--- src/rtl/sram_port0_arbiter_if.sv ---
// Request/response channel for one requester of the SRAM port-0 arbiter.
// The requester side uses the master modport, the arbiter the slave modport.
interface sram_port0_arbiter_if #(
  parameter int ADDR_WIDTH = 8,
  parameter int DATA_WIDTH = 32,
  parameter int NUM_WMASKS = 4
);
  logic                  valid;
  logic                  ready;
  logic                  we;
  logic [NUM_WMASKS-1:0] wmask;
  logic [ADDR_WIDTH-1:0] addr;
  logic [DATA_WIDTH-1:0] wdata;
  logic                  rsp_valid;

  modport master (
    output valid, we, wmask, addr, wdata,
    input  ready, rsp_valid
  );

  modport slave (
    input  valid, we, wmask, addr, wdata,
    output ready, rsp_valid
  );
endinterface

--- src/rtl/sram_port0_arbiter.sv ---
// Two-requester arbiter and sequencer for the read/write port (port 0) of a
// 1RW1R SRAM macro. One request is granted per cycle, the macro inputs are
// registered on the handshake edge, and a response pulse is returned to the
// owning requester two cycles after the handshake.
module sram_port0_arbiter #(
  parameter int ADDR_WIDTH  = 8,
  parameter int DATA_WIDTH  = 32,
  parameter int NUM_WMASKS  = 4,
  parameter bit ROUND_ROBIN = 1'b1
) (
  input  logic                  clk0,
  input  logic                  rst0,
  sram_port0_arbiter_if.slave   a,
  sram_port0_arbiter_if.slave   b,
  output logic [DATA_WIDTH-1:0] rsp_rdata,
  output logic                  csb0,
  output logic                  web0,
  output logic [NUM_WMASKS-1:0] wmask0,
  output logic [ADDR_WIDTH-1:0] addr0,
  output logic [DATA_WIDTH-1:0] din0,
  input  logic [DATA_WIDTH-1:0] dout0
);

  typedef enum logic {
    REQ_A = 1'b0,
    REQ_B = 1'b1
  } req_id_t;

  typedef struct packed {
    logic    valid;
    req_id_t id;
    logic    is_read;
  } issue_t;

  req_id_t prio;
  logic    grant_a;
  logic    grant_b;
  logic    fire;

  logic                  sel_we;
  logic [NUM_WMASKS-1:0] sel_wmask;
  logic [ADDR_WIDTH-1:0] sel_addr;
  logic [DATA_WIDTH-1:0] sel_wdata;

  issue_t stage1;
  issue_t stage2;
  logic   a_rsp_q;
  logic   b_rsp_q;

  // Pick the winner: a lone requester always wins, contention is settled by
  // the priority pointer in round-robin mode or in favour of A otherwise.
  always_comb begin
    grant_a = 1'b0;
    grant_b = 1'b0;
    if (a.valid && b.valid) begin
      if (ROUND_ROBIN && (prio == REQ_B)) begin
        grant_b = 1'b1;
      end else begin
        grant_a = 1'b1;
      end
    end else if (a.valid) begin
      grant_a = 1'b1;
    end else if (b.valid) begin
      grant_b = 1'b1;
    end
  end

  assign a.ready = grant_a & ~rst0;
  assign b.ready = grant_b & ~rst0;
  assign fire    = a.ready | b.ready;

  assign sel_we    = grant_b ? b.we    : a.we;
  assign sel_wmask = grant_b ? b.wmask : a.wmask;
  assign sel_addr  = grant_b ? b.addr  : a.addr;
  assign sel_wdata = grant_b ? b.wdata : a.wdata;

  // Priority pointer flips to the other requester after every grant.
  always_ff @(posedge clk0) begin
    if (rst0) begin
      prio <= REQ_A;
    end else if (a.ready) begin
      prio <= REQ_B;
    end else if (b.ready) begin
      prio <= REQ_A;
    end
  end

  // Macro input registers: loaded on a handshake, otherwise the chip is
  // deselected while address, data and mask keep their last values.
  always_ff @(posedge clk0) begin
    if (rst0) begin
      csb0   <= 1'b1;
      web0   <= 1'b1;
      wmask0 <= '0;
      addr0  <= '0;
      din0   <= '0;
    end else if (fire) begin
      csb0   <= 1'b0;
      web0   <= ~sel_we;
      wmask0 <= sel_we ? sel_wmask : '0;
      addr0  <= sel_addr;
      din0   <= sel_wdata;
    end else begin
      csb0 <= 1'b1;
      web0 <= 1'b1;
    end
  end

  // Two-deep issue pipeline tracking who owns each in-flight operation.
  always_ff @(posedge clk0) begin
    if (rst0) begin
      stage1 <= '0;
      stage2 <= '0;
    end else begin
      stage1 <= '{valid: fire, id: (grant_b ? REQ_B : REQ_A), is_read: ~sel_we};
      stage2 <= stage1;
    end
  end

  // Retire stage 2: pulse the owner's response and capture read data.
  always_ff @(posedge clk0) begin
    if (rst0) begin
      a_rsp_q   <= 1'b0;
      b_rsp_q   <= 1'b0;
      rsp_rdata <= '0;
    end else begin
      a_rsp_q <= stage2.valid && (stage2.id == REQ_A);
      b_rsp_q <= stage2.valid && (stage2.id == REQ_B);
      if (stage2.valid && stage2.is_read) begin
        rsp_rdata <= dout0;
      end
    end
  end

  assign a.rsp_valid = a_rsp_q;
  assign b.rsp_valid = b_rsp_q;

endmodule

--- src/flat_wrapper.sv ---
// flat-port wrapper written by rule: the top's interface ports become plain ports
module sram_port0_arbiter_flat 
#(
  parameter int ADDR_WIDTH  = 8,
  parameter int DATA_WIDTH  = 32,
  parameter int NUM_WMASKS  = 4,
  parameter bit ROUND_ROBIN = 1'b1
)
  (clk0, rst0, rsp_rdata, csb0, web0, wmask0, addr0, din0, dout0, a_valid, a_we, a_wmask, a_addr, a_wdata, a_ready, a_rsp_valid, b_valid, b_we, b_wmask, b_addr, b_wdata, b_ready, b_rsp_valid);
  sram_port0_arbiter_if #(.ADDR_WIDTH(ADDR_WIDTH), .DATA_WIDTH(DATA_WIDTH), .NUM_WMASKS(NUM_WMASKS)) a_i ();
  sram_port0_arbiter_if #(.ADDR_WIDTH(ADDR_WIDTH), .DATA_WIDTH(DATA_WIDTH), .NUM_WMASKS(NUM_WMASKS)) b_i ();
  input  logic clk0;
  input  logic rst0;
  output logic [DATA_WIDTH-1:0] rsp_rdata;
  output logic csb0;
  output logic web0;
  output logic [NUM_WMASKS-1:0] wmask0;
  output logic [ADDR_WIDTH-1:0] addr0;
  output logic [DATA_WIDTH-1:0] din0;
  input  logic [DATA_WIDTH-1:0] dout0;
  input wire logic [$bits(a_i.valid)-1:0] a_valid;
  input wire logic [$bits(a_i.we)-1:0] a_we;
  input wire logic [$bits(a_i.wmask)-1:0] a_wmask;
  input wire logic [$bits(a_i.addr)-1:0] a_addr;
  input wire logic [$bits(a_i.wdata)-1:0] a_wdata;
  output wire logic [$bits(a_i.ready)-1:0] a_ready;
  output wire logic [$bits(a_i.rsp_valid)-1:0] a_rsp_valid;
  input wire logic [$bits(b_i.valid)-1:0] b_valid;
  input wire logic [$bits(b_i.we)-1:0] b_we;
  input wire logic [$bits(b_i.wmask)-1:0] b_wmask;
  input wire logic [$bits(b_i.addr)-1:0] b_addr;
  input wire logic [$bits(b_i.wdata)-1:0] b_wdata;
  output wire logic [$bits(b_i.ready)-1:0] b_ready;
  output wire logic [$bits(b_i.rsp_valid)-1:0] b_rsp_valid;
  assign a_i.valid = a_valid;
  assign a_i.we = a_we;
  assign a_i.wmask = a_wmask;
  assign a_i.addr = a_addr;
  assign a_i.wdata = a_wdata;
  assign a_ready = a_i.ready;
  assign a_rsp_valid = a_i.rsp_valid;
  assign b_i.valid = b_valid;
  assign b_i.we = b_we;
  assign b_i.wmask = b_wmask;
  assign b_i.addr = b_addr;
  assign b_i.wdata = b_wdata;
  assign b_ready = b_i.ready;
  assign b_rsp_valid = b_i.rsp_valid;
  sram_port0_arbiter #(.ADDR_WIDTH(ADDR_WIDTH), .DATA_WIDTH(DATA_WIDTH), .NUM_WMASKS(NUM_WMASKS), .ROUND_ROBIN(ROUND_ROBIN)) u_core (.clk0(clk0), .rst0(rst0), .a(a_i), .b(b_i), .rsp_rdata(rsp_rdata), .csb0(csb0), .web0(web0), .wmask0(wmask0), .addr0(addr0), .din0(din0), .dout0(dout0));
endmodule
--- config.mk ---
export PLATFORM = sky130hd
export DESIGN_NAME = sram_port0_arbiter_flat
export DESIGN_NICKNAME = d
export VERILOG_FILES = /design/src/rtl/sram_port0_arbiter_if.sv /design/src/rtl/sram_port0_arbiter.sv /design/src/flat_wrapper.sv
export SDC_FILE = /design/constraint.sdc
export NUM_CORES = 1
export LEC_CHECK = 0
export ABC_AREA = 0
export CORE_MARGIN = 2
export CORE_UTILIZATION = 30
export DETAILED_ROUTE_END_ITERATION = 10
export PLACE_DENSITY = 0.67
export SYNTH_ARGS = -nofsm -noshare
export SYNTH_HDL_FRONTEND = slang
export SYNTH_SLANG_ARGS = --single-unit
--- constraint.sdc ---
create_clock -name clk0 -period 1.3 [get_ports clk0]
set_input_delay 0.325 -clock clk0 [delete_from_list [all_inputs] [get_ports clk0]]
set_output_delay 0.325 -clock clk0 [all_outputs]
set_load 0.005 [all_outputs]
==> flow_summary.json, run 1 <==
{
  "status": "finished with violations",
  "violations": "negative setup slack",
  "place.gp.congestion": 0.843,
  "cp-end-kind": "output port",
  "min_path_type": "input port to flip-flop",
  "die-area_um2": 12200,
  "final.min_clock_period_ps": 1340,
  "core_region_area_um2": 10900,
  "fin_setup_tns_ps": -66.8,
  "r2r_slack_ps": 20,
  "synth_seq_cells": 87,
  "ir_worst_vdd_uv": 496,
  "r2r_cells": 5,
  "place.port_buffers": 207,
  "cp_max_fo": 3,
  "drt_iter0_drc": 147,
  "cts.path.max_buffers": 2,
  "cts_buffers": 9,
  "cts-root-buf": "clkbuf_16",
  "grt_usage_pct": 16.9,
  "ant_nets": 0,
  "final_nets": 704,
  "setup_ws_ps": -38.8,
  "vias": 3349,
  "synthToLayoutAreaGrowth_pct": 74.2,
  "wl_met1_um": 4330,
  "syn_avg_cell_area_um2": 9.25,
  "synthesis.nets": 494,
  "slew_headroom_pct": 65.5,
  "cts_sinks": 87,
  "power_density_nw_per_um2": 1070,
  "wl_met2_um": 4990,
  "synth_area_um2": 3400,
  "grt_max_degree": 55,
  "first_global_vias": 3451,
  "wire_per_inst_um": 14.7,
  "fin_crit_sh_pct": 103,
  "routed_wl_um": 10600,
  "min_path_cells": 3,
  "whs_endpoint": "u_core.prio",
  "r2r_end": "u_core.din0[11]",
  "dp.cells": 704,
  "routed_via_density": 4.64,
  "maxCapViolations": 0,
  "layoutNonFillerInstCount": 721,
  "drtPass1Iterations": 4,
  "antenna_found_initial": 0,
  "post-dp-hpwl_um": 7900,
  "critPathRequiredTime_ps": 980,
  "netlist-cell-type-count": 28,
  "htree_num_levels": 3,
  "drive_gt1_share_pct": 7.57,
  "wl_met3_um": 1150,
  "cts_tree": "done",
  "path_clk_slew_ps": 60,
  "path_class": "flip-flop to output port",
  "clock_skew_ps": 5.85,
  "synthCells": 368,
  "power.leakage_nw": 2.67,
  "hp-start": "rst0",
  "cts-hold-fix-buffers": 0,
  "yosysSeqAreaShare_pct": 51.2,
  "start_kind": "flip-flop",
  "io_pins": 208,
  "top_layer": "met4",
  "die_w_um": 111,
  "final_core_util_pct": 54.2,
  "n_antenna_cell": 0,
  "rsz0062_at_grt": "yes",
  "slew_viol_final": 0,
  "start_util_pct": 31.1,
  "rows": 38,
  "die_h_um": 111,
  "fmax_mhz": 747,
  "synth_warnings": 0,
  "hold_violations": 0,
  "route.detailed.drc": 0,
  "timing_worst_slew_pin_value_ps": 517,
  "place_ws_ps": -726,
  "nFillCells": 1030,
  "grt_pass1_wl_um": 17000,
  "overflow": 0,
  "finalSetupViolCount": 2,
  "worstPathArrival_ps": 1010,
  "clk_latency_ps": 330,
  "r2r_start": "u_core.prio"
}
## power by group
part / switching, mW / internal (mW)
Combinational: 0.371 / 0.661
Clock: 0.950 / 1.52
Sequential: 0.0622 / 2.80
## layout by cell type (no fill, tap or decap), types with 3 or more instances in the layout
| master | instances |
|---|---|
| o21ai_0 | 23 |
| nor2_1 | 4 |
| dlygate4sd2_1 | 81 |
| nand2_1 | 71 |
| clkbuf_16 | 10 |
| dfxtp_2 | 3 |
| buf_4 | 14 |
| nor2b_1 | 3 |
| o21ai_1 | 19 |
| mux2i_1 | 44 |
| buf_12 | 3 |
| clkdlybuf4s50_1 | 122 |
| nor2_2 | 3 |
| a21oi_1 | 32 |
| nand3b_1 | 38 |
| dfxtp_1 | 84 |
| buf_2 | 3 |
| clkbuf_1 | 3 |
## synth_stat cells (all sizes together)
library cell | instances | share of area [%]
a21oi | 32 | 4.7
a211oi | 2 | 0.44
mux2i | 44 | 13
or2 | 1 | 0.18
inv | 3 | 0.33
o21ai | 43 | 6.4
nand2 | 71 | 7.8
clkbuf | 14 | 1.5
dfxtp | 87 | 51
a21o | 1 | 0.22
o32a | 1 | 0.29
nand3b | 38 | 8.4
buf | 15 | 2.9
nor2b | 3 | 0.55
nor3 | 1 | 0.15
and2 | 1 | 0.18
nand2b | 1 | 0.18
mux2 | 1 | 0.33
nor3b | 1 | 0.22
and3b | 1 | 0.26
nor2 | 7 | 0.77
## registers in the layout (all words and copies together) (netlist names)
register,flops
u_core.a.rsp_valid,1
u_core.addr0,8
u_core.b.rsp_valid,1
u_core.csb0,1
u_core.din0,32
u_core.prio,1
u_core.rsp_rdata,32
u_core.stage1,3
u_core.stage2,3
u_core.web0,1
u_core.wmask0,4
## metrics by stage
step | total power, mW | cell area, um2 | hold WS [ps]
floorplan | 3.27 | 3400 | 389
finish | 6.37 | 5930 | 387
CTS | 6.45 | 5890 | 379
global placement | 4.01 | 5680 | 399
global route | 6.65 | 5930 | 404
detailed placement | 4.02 | 5680 | 407
## logic make-up (layout without fill, tap and decap cells)
kind of cell / count (synthesis) / in the layout / synth area share, %
compound gates: 79 / 79 / 12.1
buf+inv: 32 / 245 / 4.74
flops: 87 / 87 / 51.2
mux: 45 / 45 / 13.3
simple gates: 125 / 125 / 18.7
## worst max path at each step
| stage | slack (ps) | from | cells past startpoint | to |
|---|---|---|---|---|
| after global routing | -80 | u_core.prio | 4 | a_ready |
| final | -40 | u_core.prio | 4 | a_ready |
| after CTS | -90 | u_core.prio | 4 | a_ready |
| after floorplan | 20 | rst0 | 3 | b_ready |
| after global placement | -700 | b_valid | 5 | a_ready |
| after detailed placement | -730 | b_valid | 4 | b_ready |
## what timing repair did
action                     in CTS  in global routing
cloned                          1                  1
setup buffers                   1                  1
gates resized for setup        98                  3
setup endpoints to repair     129                 12
pin swaps                       5                  2
## worst max-delay path, cell delays in order (launching register included)
cell and delay (ps):
dfxtp_2 340, nand2_1 60, nand2_1 70, nor2_2 100
buf_2 120
## cell type report
type | instances | area (um2) | share of cell area [%]
clock buffer | 13 | 250 | 4.22
clock inverter | 1 | 30.0 | 0.507
inverter | 3 | 11.3 | 0.190
multi-input combinational | 249 | 1520 | 25.6
sequential | 87 | 1750 | 29.4
tap | 140 | 175 | 2.96
timing repair buffer | 228 | 2200 | 37.0
## metal layers
| layer | global-route usage [%] | up-vias |
|---|---|---|
| li1 | - | 1672 |
| met1 | 19.2 | 1509 |
| met2 | 28.8 | 159 |
| met3 | 7.14 | 9 |
| met4 | 5.25 | 0 |
| met5 | 0 | - |
Power figures use the tool's default switching activity.
==> inputs of run 2 (changes only) <==
CORE_MARGIN = unset   (was 2)
CTS_BUF_LIST = sky130_fd_sc_hd__clkbuf_4 sky130_fd_sc_hd__clkbuf_8   (was unset)
PLACE_DENSITY = 0.65   (was 0.67)
==> run 2 against run 1 <==
Effect of this change: the flow still finishes with violations (negative setup slack); sequential cell count unchanged; total power decreased by 6.6%; fmax decreased by 8.1%; clock skew increased by 2.2 ps; final area increased by 3.1%.
==> flow_summary.json, run 2 (synthesis results as in run 1) <==
{
  "fin_crit_sh_pct": 112,
  "grt_use_met3_pct": 7.29,
  "r2r_cells": 7,
  "total_power_mw": 5.95,
  "final_core_util_pct": 55.9,
  "final.min_clock_period_ps": 1460,
  "final_nets": 715,
  "routed_wl_um": 10700,
  "die_h_um": 109,
  "place.gp.congestion": 0.792,
  "ir_worst_vdd_uv": 580,
  "min_path_type": "input port to flip-flop",
  "status": "finished with violations",
  "cts_tree": "done",
  "routed_via_density": 4.59,
  "cp-end-kind": "output port",
  "post-dp-hpwl_um": 7590,
  "vias": 3369,
  "rows": 38,
  "wire_per_inst_um": 14.6,
  "drt_iter0_drc": 144,
  "whs_endpoint": "u_core.stage1[0]",
  "grt_pass1_wl_um": 16100,
  "critPathRequiredTime_ps": 980,
  "cts_sinks": 87,
  "use_met2_pct": 29.0,
  "min_path_cells": 3,
  "place.port_buffers": 207,
  "r2r_start": "u_core.prio",
  "route.detailed.drc": 0,
  "layout_common_cells": "122 x clkdlybuf4s50_1, 70 x nand2_1, 45 x dfxtp_2",
  "slew_headroom_pct": 74.7,
  "grt_max_degree": 43,
  "htree_num_levels": 3,
  "hp-start": "rst0",
  "power_density_nw_per_um2": 974,
  "worstPathArrival_ps": 1130,
  "reg_top3": "u_core.din0 (32), u_core.rsp_rdata (32), u_core.addr0 (8)",
  "ant_nets": 0,
  "setup_ws_ps": -157,
  "violations": "negative setup slack",
  "cts-root-buf": "clkbuf_8",
  "io_pins": 208,
  "startpoint": "u_core.prio",
  "final_common_cell": "clkdlybuf4s50_1",
  "finalSetupViolCount": 48,
  "overflow": 0,
  "hold_violations": 0,
  "die_w_um": 109,
  "power.leakage_nw": 2.62,
  "first_global_vias": 3290,
  "path_class": "flip-flop to output port",
  "drtPass1Iterations": 4,
  "timing_worst_slew_pin_value_ps": 380,
  "cts.path.max_buffers": 2,
  "nFillCells": 1002,
  "cts-hold-fix-buffers": 0,
  "slew_viol_final": 0,
  "r2r_end": "u_core.wmask0[3]",
  "rsz0062_at_grt": "yes",
  "clock_skew_ps": 8.00,
  "fmax_mhz": 686,
  "path_clk_slew_ps": 90,
  "start_kind": "flip-flop",
  "clk_latency_ps": 340,
  "start_util_pct": 31.1,
  "antenna_found_initial": 0,
  "n_antenna_cell": 0,
  "top_usage_layer": "met2",
  "maxCapViolations": 0,
  "synthToLayoutAreaGrowth_pct": 79.5,
  "r2r_slack_ps": -110,
  "die-area_um2": 11800,
  "cp_max_fo": 2,
  "cts_buffers": 9,
  "grt_usage_pct": 17.6,
  "core_region_area_um2": 10900,
  "drive_gt1_share_pct": 18.5,
  "met1_usage_pct": 20.5
}
run 2: layer usage:
layer	part of all wire, %	wire length [um]
met1	42	4480
met3	11	1190
met4	1.2	124
met2	46	4950
met5	0	0
run 2: power by group:
part,leakage [nW],total (mW),internal (mW),switching (mW)
sequential,0.731,2.88,2.81,0.0665
combinational,1.79,1.13,0.732,0.398
clock,0.0993,1.94,0.952,0.990
total,2.62,5.95,4.50,1.45
run 2: how the worst max path moves through the flow:
stage / endpoint / cells past startpoint / slack (ps)
after floorplan: b_ready / 3 / 20
after global placement: b_ready / 5 / -680
after detailed placement: b_ready / 5 / -700
after CTS: a_ready / 4 / -230
after global routing: b_ready / 4 / -230
final: b_ready / 4 / -160
run 2: stage by stage:
stage	setup TNS, ps	setup slack, ps	hold WS [ps]	cell area [um2]	cells
finish	-3100	-157	381	6110	734
floorplan	0	24.4	389	3400	368
global route	-6490	-231	396	6110	734
global placement	-28960	-681	399	5720	706
detailed placement	-29970	-699	406	5720	706
CTS	-6000	-228	350	6050	733
run 2: cell type report:
class / instances / area (um2) / area share, %
Multi-Input combinational cell: 249 / 1530 / 25.0
Clock inverter: 6 / 67.6 / 1.11
Clock buffer: 10 / 138 / 2.25
Inverter: 3 / 11.3 / 0.184
Sequential cell: 87 / 1800 / 29.4
Tap cell: 140 / 175 / 2.87
Timing Repair Buffer: 239 / 2390 / 39.2
run 2: timing repair:
action | in CTS | in global routing
cloned | 2 | 3
setup endpoints to repair | 128 | 93
pin swaps | 4 | 10
gates resized for setup | 164 | 69
buffers inserted | 9 | 1
run 2: critical path, cell delays in order, from the launching register on:
cell and delay (ps):
dfxtp_2 340, buf_6 120, o21ai_4 140, nor2_1 60, buf_2 140
